## config.mk

```make
export PLATFORM = sky130hd
export DESIGN_NAME = spike_encoder
export DESIGN_NICKNAME = d
export VERILOG_FILES = /design/src/rtl/spike_encoder.sv
export SDC_FILE = /design/constraint.sdc
export NUM_CORES = 1
export LEC_CHECK = 0
export ABC_CLOCK_PERIOD_IN_PS = 2700
export BUFFER_PORTS_ARGS = -buffer_cell sky130_fd_sc_hd__buf_2
export CAP_MARGIN = 40
export CORE_UTILIZATION = 45
export CTS_CLUSTER_DIAMETER = 150
export CTS_CLUSTER_SIZE = 10
export DETAILED_ROUTE_END_ITERATION = 12
export PLACE_DENSITY_LB_ADDON = 0.15
export SYNTH_ARGS = -nofsm -noshare
export SYNTH_HDL_FRONTEND = slang
export SYNTH_SLANG_ARGS = --single-unit
```

## constraint.sdc

```tcl
create_clock -name clk -period 2.7 [get_ports clk]
set_input_delay 0.405 -clock clk [delete_from_list [all_inputs] [get_ports clk]]
set_output_delay 0.405 -clock clk [all_outputs]
set_load 0.005 [all_outputs]
```

## src/rtl/spike_encoder.sv

```systemverilog
// Rate-coding input stage: loads an N_IN-value frame over valid/ready, then
// emits deterministic accumulator-carry spike trains for WINDOW cycles and rests.
module spike_encoder #(
  parameter int N_IN     = 8,
  parameter int VAL_W    = 4,
  parameter int WINDOW   = 64,
  parameter int REST_LEN = 16
) (
  input  logic              clk,
  input  logic              reset,
  input  logic [VAL_W-1:0]  data_in,
  input  logic              data_valid,
  output logic              data_ready,
  input  logic              replay,
  input  logic              learn_en,
  output logic [0:N_IN-1]   spikes,
  output logic              learn,
  output logic              busy,
  output logic              done
);

  localparam int IDX_W = (N_IN > 1) ? $clog2(N_IN) : 1;
  localparam int WIN_W = $clog2(WINDOW);
  localparam int RST_W = (REST_LEN > 1) ? $clog2(REST_LEN) : 1;

  typedef enum logic [1:0] {
    S_LOAD,
    S_PRESENT,
    S_REST
  } state_t;

  state_t r_state;
  state_t w_next;

  logic [IDX_W-1:0] r_idx;
  logic [VAL_W-1:0] r_val [N_IN];
  logic [VAL_W-1:0] r_acc [N_IN];
  logic [VAL_W:0]   w_sum [N_IN];
  logic [WIN_W-1:0] r_win;
  logic [RST_W-1:0] r_rest;
  logic [0:N_IN-1]  r_spikes;
  logic             r_learn_lat;
  logic             r_learn;
  logic             r_done;

  logic w_accept;
  logic w_last_slot;
  logic w_start;
  logic w_win_end;
  logic w_rest_end;

  assign w_accept    = (r_state == S_LOAD) && data_valid;
  assign w_last_slot = (r_idx == IDX_W'(N_IN - 1));
  // data_valid outranks replay; replay only counts on an empty slot pointer
  assign w_start     = (r_state == S_LOAD) &&
                       ((data_valid && w_last_slot) ||
                        (!data_valid && replay && (r_idx == '0)));
  assign w_win_end   = (r_win == WIN_W'(WINDOW - 1));
  assign w_rest_end  = (r_rest == RST_W'(REST_LEN - 1));

  always_comb begin
    for (int unsigned i = 0; i < N_IN; i++) begin
      w_sum[i] = {1'b0, r_acc[i]} + {1'b0, r_val[i]};
    end
  end

  always_comb begin
    w_next = r_state;
    case (r_state)
      S_LOAD:    if (w_start)    w_next = S_PRESENT;
      S_PRESENT: if (w_win_end)  w_next = S_REST;
      S_REST:    if (w_rest_end) w_next = S_LOAD;
      default:                   w_next = S_LOAD;
    endcase
  end

  always_ff @(posedge clk) begin
    if (reset) begin
      r_state <= S_LOAD;
    end else begin
      r_state <= w_next;
    end
  end

  always_ff @(posedge clk) begin
    if (reset) begin
      r_idx       <= '0;
      r_win       <= '0;
      r_rest      <= '0;
      r_spikes    <= '0;
      r_learn_lat <= 1'b0;
      r_learn     <= 1'b0;
      r_done      <= 1'b0;
      for (int unsigned i = 0; i < N_IN; i++) begin
        r_val[i] <= '0;
        r_acc[i] <= '0;
      end
    end else begin
      r_done <= 1'b0;
      case (r_state)
        S_LOAD: begin
          if (w_accept) begin
            r_val[r_idx] <= data_in;
            r_idx        <= w_last_slot ? '0 : r_idx + 1'b1;
          end
          if (w_start) begin
            r_win       <= '0;
            r_spikes    <= '0;
            r_learn_lat <= learn_en;
            for (int unsigned i = 0; i < N_IN; i++) begin
              r_acc[i] <= '0;
            end
          end
        end
        S_PRESENT: begin
          for (int unsigned i = 0; i < N_IN; i++) begin
            r_acc[i]    <= w_sum[i][VAL_W-1:0];
            r_spikes[i] <= w_sum[i][VAL_W];
          end
          r_learn <= r_learn_lat;
          r_win   <= w_win_end ? '0 : r_win + 1'b1;
          r_rest  <= '0;
        end
        S_REST: begin
          r_spikes <= '0;
          r_learn  <= 1'b0;
          if (w_rest_end) begin
            r_rest <= '0;
            r_done <= 1'b1;
          end else begin
            r_rest <= r_rest + 1'b1;
          end
        end
        default: begin
          r_spikes <= '0;
          r_learn  <= 1'b0;
        end
      endcase
    end
  end

  assign data_ready = (r_state == S_LOAD);
  assign busy       = (r_state != S_LOAD);
  assign spikes     = r_spikes;
  assign learn      = r_learn;
  assign done       = r_done;

endmodule

```

### Yosys cells after proc, flatten, opt, wreduce, memory -nomap -nowiden

Memory sizes are Yosys's and may differ from the RTL's.
Index checks and enable logic that the tools add are counted.

* flip-flop bits (word level): 26
* output and inout bits: 12
* input port bits: 9
* logic and storage cells: 110
* memory bits (writable): 64
* memories kept: 2

* reductions and logical operators: 18
* multiplexer cells: 46
* bitwise gates (word level): 17
* equal/unequal tests: 8
* add/sub/neg operators: 11

Memory list
* r_acc: words 8, bits a word 4, rd ports 8, clocked after memory_dff 0, wr ports 8, RTL line 37 `logic [VAL_W-1:0] r_acc [N_IN];`
* r_val: words 8, bits a word 4, rd ports 8, clocked after memory_dff 0, wr ports 8, RTL line 36 `logic [VAL_W-1:0] r_val [N_IN];`

Operator list (number)
* $mux 4: 18
* $add 4x4->5: 8
* $or 1x1->1: 16
* $pmux 8 s2: 1
* $mux 1: 15
* $mux 6: 2
* $pmux 6 s2: 1
* $mux 8: 1
* $pmux 4 s2: 1
* $add 6x1->6 const B: 1
* $eq 6x6->1 const B: 1
* $mux 2: 3
* $mux 3: 2
* $pmux 2 s3: 1
* $reduce_and 2->1: 3
* $reduce_bool 2->1: 3
* $logic_and 1x1->1: 5
* $add 4x1->4 const B: 1
* $eq 4x4->1 const B: 1
* $ne 2x2->1 const B: 2
* $reduce_or 4->1: 1
* $add 3x1->3 const B: 1
* $eq 3x3->1 const B: 1
* $logic_not 3->1: 1
* other kinds (10): 10

### Longest topological paths before layout

Gate-level depths: netlist (run 1).

* word-level depth: 11
* gate-level depth with buffers: 7
* gate-level depth less buffers: 7

### Worst setup path before layout (run 1)

OpenSTA, ideal clock, no wires.

* path type: flip-flop to flip-flop
* from: reg r_idx[1]
* to: mem r_acc[2][2] (netlist: r_acc[0][10]) (enable)
* period minus slack after synthesis: 1.996 ns
* stages on the path, launching flop included: 8
* path buffers: 1
* data required time: 2.366 ns
* library setup time: 0.334 ns
* path slack: 0.704 ns
* arrival time: 1.662 ns
* cells stage by stage: dfxtp_1 -> inv_1 -> ha_1 -> and4bb_1 -> o21ai_4 -> nand2b_1 -> buf_2 -> nand2b_1

RTL lines
* from (decl): RTL line 35 `logic [IDX_W-1:0] r_idx;`
* from (signal assigned): RTL line 104 `r_idx <= w_last_slot ? '0 : r_idx + 1'b1;`
* to (decl): RTL line 37

==> impl_metrics.ini, run 1 <==
[timing]
setup_viol_count_final = 0
rsz0062_at_grt = no
max-slew-margin-rel = 0.610
worst_slack_ns = 0.369
setup-tns-final_ns = 0
finalClockSkew_ns = 0.00371
hold_ws_ns = 0.284
max_freq_mhz = 429
timing_worst_slew_pin_value_ns = 0.584
timing.final.hold_violations = 0
layout_worst_path_cycle_share = 0.863
fin_crit_ns = 2.33
timing.final.max_slew_violations = 0

[placed_design]
place_congestion = 0.848
place_area_um2 = 4940
pre_cts_slack_ns = 0.359
hpwl_detailed_mm = 6.35
number_of_input_and_output_port_buffers_inserted = 20

[route]
vias = 3063
detail_route.first_pass.iterations = 4
drcViolationCount = 0
first_iter_violations = 106
drt.antenna.violating_nets = 0
post_drt_via_cell_ratio = 5.24
routed_wl_mm = 8.91
wl_per_cell_um = 15.2

[clock_tree]
hold_buffers = 0
clk-insertion-delay-late_ns = 0.36
cts_made_buffers = 9
cts-root-buf = sky130_fd_sc_hd__clkbuf_8
cts-resized-gates = 0
cts_post_setup_buffers_inserted = 0
clock_sinks = 90
cts.clk_slew.worst_paths_ns = 0.10
cts_tree = yes
worst_case_clock_buffer_depth = 2
h-tree-depth = 3

[yosys]
synth_top_flop_cell = sky130_fd_sc_hd__edfxtp_1
avgSynthCellArea_um2 = 11.1
post_synth_main_area_contributors = sky130_fd_sc_hd__edfxtp_1 39%, sky130_fd_sc_hd__dfxtp_1 13%, sky130_fd_sc_hd__ha_1 11%
synth_edf_count = 60
synth_net_count = 479
ys_types = 39
synth_seq_cells = 90
synth.yosys.seq_area_share = 0.515
synthCells = 420
asyncSetResetFlopFracSynth = 0
syn_area_um2 = 4660
post-synth-top-area-cell = sky130_fd_sc_hd__edfxtp_1
synth_largest_type_area_fraction = 0.387
yosysWarnings = 0

[worst_setup_path]
rr_worst_depth = 6
critPathKind = flop to flop
r2r_setup_slack_ns = 0.37
timing.critical_path.from = r_idx[1]$_SDFFE_PP0N_
critPathRequiredTime_ns = 2.71
setup.worst_path.start_class = flop
worstPathArrival_ns = 2.34
reg2reg_to = r_acc[0][14]$_SDFFCE_PN0P_
critical_path_peak_fanout = 12
r2r_start = r_idx[1]$_SDFFE_PP0N_
critical_path.endpoint_type = flop

[floorplan]
initial_util = 0.470
core_region_area_um2 = 9910
num_rows = 36
chipWidth_um = 104
die_area_um2 = 10800
die_height_um = 104
ios = 21

[pwr]
internal-power_w = 0.00248
power_leakage_nw = 2.13
irDropWorstVdd_mv = 0.333
comb_power_share = 0.270
sw_frac_of_total = 0.334
power.switching_w = 0.00124
power_frac_clock = 0.238
power.sequential.fraction = 0.492
post-layout-total-power_w = 0.00373
p_per_area_nw_per_um2 = 727

[global_route]
antenna_found_initial = 0
vias_in_the_first_global_route = 2946
globalRouteOverflowTotal = 0
grt_start_max_net_pins = 23
grt_use_met1 = 0.241
grt.busiest_layer = met2
global_route.usage.met2 = 0.284
groute.layer.met3.usage = 0.0283
grt_first_pass_wirelength_mm = 14.7
grt_use_total = 0.176

[finish]
register_area_um2 = 2400
commonest_non_fill_non_tap_cell_in_the_layout = sky130_fd_sc_hd__edfxtp_1
number_of_nets_in_the_layout = 506
final_cell_mix = 60 x sky130_fd_sc_hd__edfxtp_1, 42 x sky130_fd_sc_hd__and2_1, 42 x sky130_fd_sc_hd__ha_1, 33 x sky130_fd_sc_hd__a21oi_1
multi_input_area_um2 = 2120
layout_area_overhead_pct = 10.0
post-route-cell-area_um2 = 5130
layout-drive-gt1-share = 0.122
num_antenna_cells = 0
num-fill-cells = 932

[run_status]
run_status = completed

[worst_hold_path]
holdPathStages = 3
timing.hold.worst_endpoint = r_learn_lat$_SDFFE_PP0P_
timing.hold.worst.start = learn_en
hold_path_class = input port to flop

[flow_run]
max_cap_violations = 0
-- state kept, by name, indices dropped and copies added, names as in the netlist --
signal and flops:
spikes 8, r_state 2, learn 1, r_rest 4, r_idx 3, r_val 32
r_learn_lat 1, done 1, r_win 6, r_acc 32
-- critical path, cell delays in order, from the launching register on --
cell and delay, ns:
sky130_fd_sc_hd__dfxtp_1 0.48, sky130_fd_sc_hd__ha_1 0.20, sky130_fd_sc_hd__ha_1 0.17, sky130_fd_sc_hd__and2_1 0.21
sky130_fd_sc_hd__o21ai_4 0.09, sky130_fd_sc_hd__nand2b_1 0.27, sky130_fd_sc_hd__nand2b_1 0.53
-- worst max path at each step --
stage                                       to  slack, ns  depth (start not counted)
global placement    r_acc[0][12]$_SDFFCE_PN0P_       0.39                          6
CTS                 r_acc[0][15]$_SDFFCE_PN0P_       0.33                          6
global route        r_acc[0][14]$_SDFFCE_PN0P_       0.16                          6
finish              r_acc[0][14]$_SDFFCE_PN0P_       0.37                          6
floorplan           r_acc[0][10]$_SDFFCE_PN0P_       0.70                          7
detailed placement  r_acc[0][13]$_SDFFCE_PN0P_       0.36                          6
-- layer usage --
| metal | wire length, um | share of wire | up-vias |
|---|---|---|---|
| li1 | - | - | 1520 |
| met2 | 4220 | 0.47 | 54 |
| met4 | 131 | 0.015 | 0 |
| met3 | 234 | 0.026 | 11 |
| met1 | 4320 | 0.48 | 1478 |
| met5 | 0 | 0 | - |
-- per-stage QoR --
stage / utilization / std cells
finish: 0.517 / 585
global route: 0.517 / 585
CTS: 0.517 / 585
detailed placement: 0.499 / 569
global placement: 0.499 / 569
floorplan: - / 420
-- power groups by stage --
stage	clock network, W	logic, W	registers (W)
after global routing	0.000956	0.00114	0.00186
after detailed placement	0	0.00101	0.00186
after CTS	0.000904	0.00102	0.00184
after floorplan	0	0.000735	0.00183
after global placement	0	0.000978	0.00186
final	0.000889	0.00100	0.00183
-- cell usage after synthesis (7+ instances only) --
cell and n:
sky130_fd_sc_hd__dfxtp_1 30, sky130_fd_sc_hd__a21o_1 8, sky130_fd_sc_hd__inv_1 26, sky130_fd_sc_hd__a21oi_1 33, sky130_fd_sc_hd__xor2_1 9, sky130_fd_sc_hd__o21a_1 7, sky130_fd_sc_hd__edfxtp_1 60, sky130_fd_sc_hd__nand2_1 23
sky130_fd_sc_hd__clkbuf_1 7, sky130_fd_sc_hd__and2_1 42, sky130_fd_sc_hd__ha_1 42, sky130_fd_sc_hd__nor2_1 30, sky130_fd_sc_hd__nor2b_1 15, sky130_fd_sc_hd__nand2b_1 7, sky130_fd_sc_hd__o21ai_0 12, sky130_fd_sc_hd__nand3_1 11
sky130_fd_sc_hd__fa_1 8
-- kinds of logic (layout without fill, tap and decap cells) --
family | Yosys count | after routing | synth area share
flops | 90 | 90 | 0.515
buf+inv | 36 | 68 | 0.0298
simple gates | 156 | 156 | 0.181
compound gates | 72 | 72 | 0.0956
mux | 3 | 3 | 0.00644
fa+ha+maj | 50 | 50 | 0.147
xor+xnor | 13 | 13 | 0.0244
-- final cells by class --
cell class / instances / area share
well taps: 133 / 0.0325
clock inverters: 7 / 0.0117
flip-flops and latches: 90 / 0.469
inverters: 26 / 0.0190
repair buffers: 26 / 0.0307
multi-input cells: 294 / 0.413
clock buffers: 9 / 0.0242
(Power assumes the default switching activity.)
==> inputs of run 2 (changes only) <==
--- a/config.mk
+++ b/config.mk
@@ -12,6 +12,7 @@
 export CTS_CLUSTER_DIAMETER = 150
 export CTS_CLUSTER_SIZE = 10
 export DETAILED_ROUTE_END_ITERATION = 12
+export MAX_ROUTING_LAYER = met4
 export PLACE_DENSITY_LB_ADDON = 0.15
 export SYNTH_ARGS = -nofsm -noshare
 export SYNTH_HDL_FRONTEND = slang
==> constraint.sdc (replaced) <==
create_clock -name clk -period 2.7 [get_ports clk]
set_input_delay 0.54 -clock clk [delete_from_list [all_inputs] [get_ports clk]]
set_output_delay 0.54 -clock clk [all_outputs]
set_load 0.02 [all_outputs]
==> run 2 against run 1 <==
  * Largest cell class unchanged
  * Global-route usage grew 0.38 points
  * Via count shrank 2.4%
  * Register-to-register slack gained 0.11 ns
  * Die area is the same
  * Sequential power is essentially flat
  * Sequential share of layout area is essentially flat
  * Wire length shrank 1.1%
  * Non-clock buffer count grew 2
  * Critical endpoint is now r_acc[1][15]$_SDFFCE_PN0P_
==> impl_metrics.ini, run 2 (synthesized netlist as in run 1, its figures left out) <==
[clock_tree]
cts_post_setup_buffers_inserted = 0
cts-root-buf = sky130_fd_sc_hd__clkbuf_8
clk-insertion-delay-late_ns = 0.37
cts-resized-gates = 0
hold_buffers = 0
clock_sinks = 90
worst_case_clock_buffer_depth = 2
cts_made_buffers = 9
h-tree-depth = 3
cts.clk_slew.worst_paths_ns = 0.10
cts_tree = yes

[finish]
layout-drive-gt1-share = 0.126
multi_input_area_um2 = 2120
layout_area_overhead_pct = 10.1
num-fill-cells = 893
register_area_um2 = 2400
post-route-util = 0.518
commonest_non_fill_non_tap_cell_in_the_layout = sky130_fd_sc_hd__edfxtp_1
final_cell_mix = 60 x sky130_fd_sc_hd__edfxtp_1, 42 x sky130_fd_sc_hd__and2_1, 42 x sky130_fd_sc_hd__ha_1, 33 x sky130_fd_sc_hd__a21oi_1
num_antenna_cells = 0
number_of_nets_in_the_layout = 508

[placed_design]
number_of_input_and_output_port_buffers_inserted = 20
hpwl_detailed_mm = 6.34
place_congestion = 0.826

[global_route]
grt.busiest_layer = met2
grt_use_total = 0.180
grt_start_max_net_pins = 23
groute.layer.met3.usage = 0.0245
vias_in_the_first_global_route = 2949
grt_use_met1 = 0.232
global_route.usage.met2 = 0.291
antenna_found_initial = 0
grt_first_pass_wirelength_mm = 14.6
globalRouteOverflowTotal = 0

[worst_setup_path]
cp_slowest_stage_delay_ns = 0.47
critPathRequiredTime_ns = 2.74
r2r_start = r_idx[1]$_SDFFE_PP0N_
critPathKind = flop to flop
setup.worst_path.start_class = flop
cp.buffers_inverters = 1
reg2reg_to = r_acc[1][15]$_SDFFCE_PN0P_
path_common_cell = sky130_fd_sc_hd__nand2b_1
crit_path_top_delay_cell = sky130_fd_sc_hd__dfxtp_1
critical_path.endpoint_type = flop
r2r_setup_slack_ns = 0.48
worst_path_dominant_cell_family = simple AND/OR/NAND/NOR gates
critical_path_peak_fanout = 8
worstPathArrival_ns = 2.27
rr_worst_depth = 6
cp_cell_sequence = inv_1 > ha_1 > and4bb_1 > o21ai_4 > nand2b_1 > nand2b_1

[timing]
setup_viol_count_final = 0
timing.final.hold_violations = 0
timing_worst_slew_pin_value_ns = 0.505
timing.final.max_slew_violations = 0
layout_worst_path_cycle_share = 0.824
setup-tns-final_ns = 0
max_freq_mhz = 450
rsz0062_at_grt = no
fin_crit_ns = 2.22
max-slew-margin-rel = 0.660
hold_ws_ns = 0.427
finalClockSkew_ns = 0.0102

[flow_run]
max_cap_violations = 0

[run_status]
run_status = completed

[floorplan]
chipWidth_um = 104
die_height_um = 104
die_area_um2 = 10800
num_rows = 36
initial_util = 0.470
core_region_area_um2 = 9910
ios = 21

[route]
detail_route.first_pass.iterations = 4
first_iter_violations = 129
routed_wl_mm = 8.81
wl_per_cell_um = 15.0
drcViolationCount = 0
vias = 2990
drt.antenna.violating_nets = 0
post_drt_via_cell_ratio = 5.09

[pwr]
p_per_area_nw_per_um2 = 729
post-layout-total-power_w = 0.00374
power_leakage_nw = 2.11
irDropWorstVdd_mv = 0.344

[worst_hold_path]
timing.hold.worst_endpoint = r_learn_lat$_SDFFE_PP0P_
timing.hold.worst.start = learn_en
hold_path_class = input port to flop
holdPathStages = 3
-- run 2: layout make-up --
| class | instances | share of cell area |
|---|---|---|
| clock buffer | 9 | 0.0241 |
| clock inverter | 7 | 0.0119 |
| inverter | 26 | 0.0190 |
| multi-input combinational | 294 | 0.413 |
| sequential | 90 | 0.468 |
| tap | 133 | 0.0324 |
| timing repair buffer | 28 | 0.0312 |
-- run 2: metal layers --
layer | routed length [um] | share of wire
met3 | 219 | 0.025
met1 | 4340 | 0.49
met2 | 4090 | 0.46
met5 | 0 | 0
met4 | 155 | 0.018
-- run 2: worst register-to-register path, stage by stage (launching register included) --
cell	delay, ns
sky130_fd_sc_hd__dfxtp_1	0.47
sky130_fd_sc_hd__inv_1	0.11
sky130_fd_sc_hd__ha_1	0.20
sky130_fd_sc_hd__and4bb_1	0.25
sky130_fd_sc_hd__o21ai_4	0.23
sky130_fd_sc_hd__nand2b_1	0.23
sky130_fd_sc_hd__nand2b_1	0.40
-- run 2: through the flow --
| step | cell area (um^2) | setup slack, ns | std cells |
|---|---|---|---|
| 2_1_floorplan | 4660 | 0.608 | 420 |
| 3_3_place_gp | 4950 | 0.537 | 571 |
| 3_5_place_dp | 4950 | 0.472 | 571 |
| 4_1_cts | 5130 | 0.449 | 587 |
| 5_1_grt | 5130 | 0.313 | 587 |
| 6_report | 5130 | 0.477 | 587 |
-- run 2: worst max path at each step --
stage | start | end | slack (ns) | cells after the start
6_report | r_idx[1]$_SDFFE_PP0N_ | r_acc[1][15]$_SDFFCE_PN0P_ | 0.48 | 6
3_5_place_dp | r_idx[1]$_SDFFE_PP0N_ | r_acc[1][13]$_SDFFCE_PN0P_ | 0.47 | 6
2_1_floorplan | r_state[0]$_SDFFE_PP0P_ | r_val[0][0]$_SDFFCE_PN0P_ | 0.61 | 7
3_3_place_gp | r_idx[1]$_SDFFE_PP0N_ | r_acc[1][10]$_SDFFCE_PN0P_ | 0.54 | 6
5_1_grt | r_idx[1]$_SDFFE_PP0N_ | r_acc[1][0]$_SDFFCE_PN0P_ | 0.31 | 6
4_1_cts | r_idx[1]$_SDFFE_PP0N_ | r_acc[1][11]$_SDFFCE_PN0P_ | 0.45 | 6
-- run 2: report_power, final --
group | total, W | switching (W) | internal [W]
clock | 0.000888 | 0.000538 | 0.000350
sequential | 0.00183 | 0.000113 | 0.00172
combinational | 0.00102 | 0.000612 | 0.000410
total | 0.00374 | 0.00126 | 0.00248
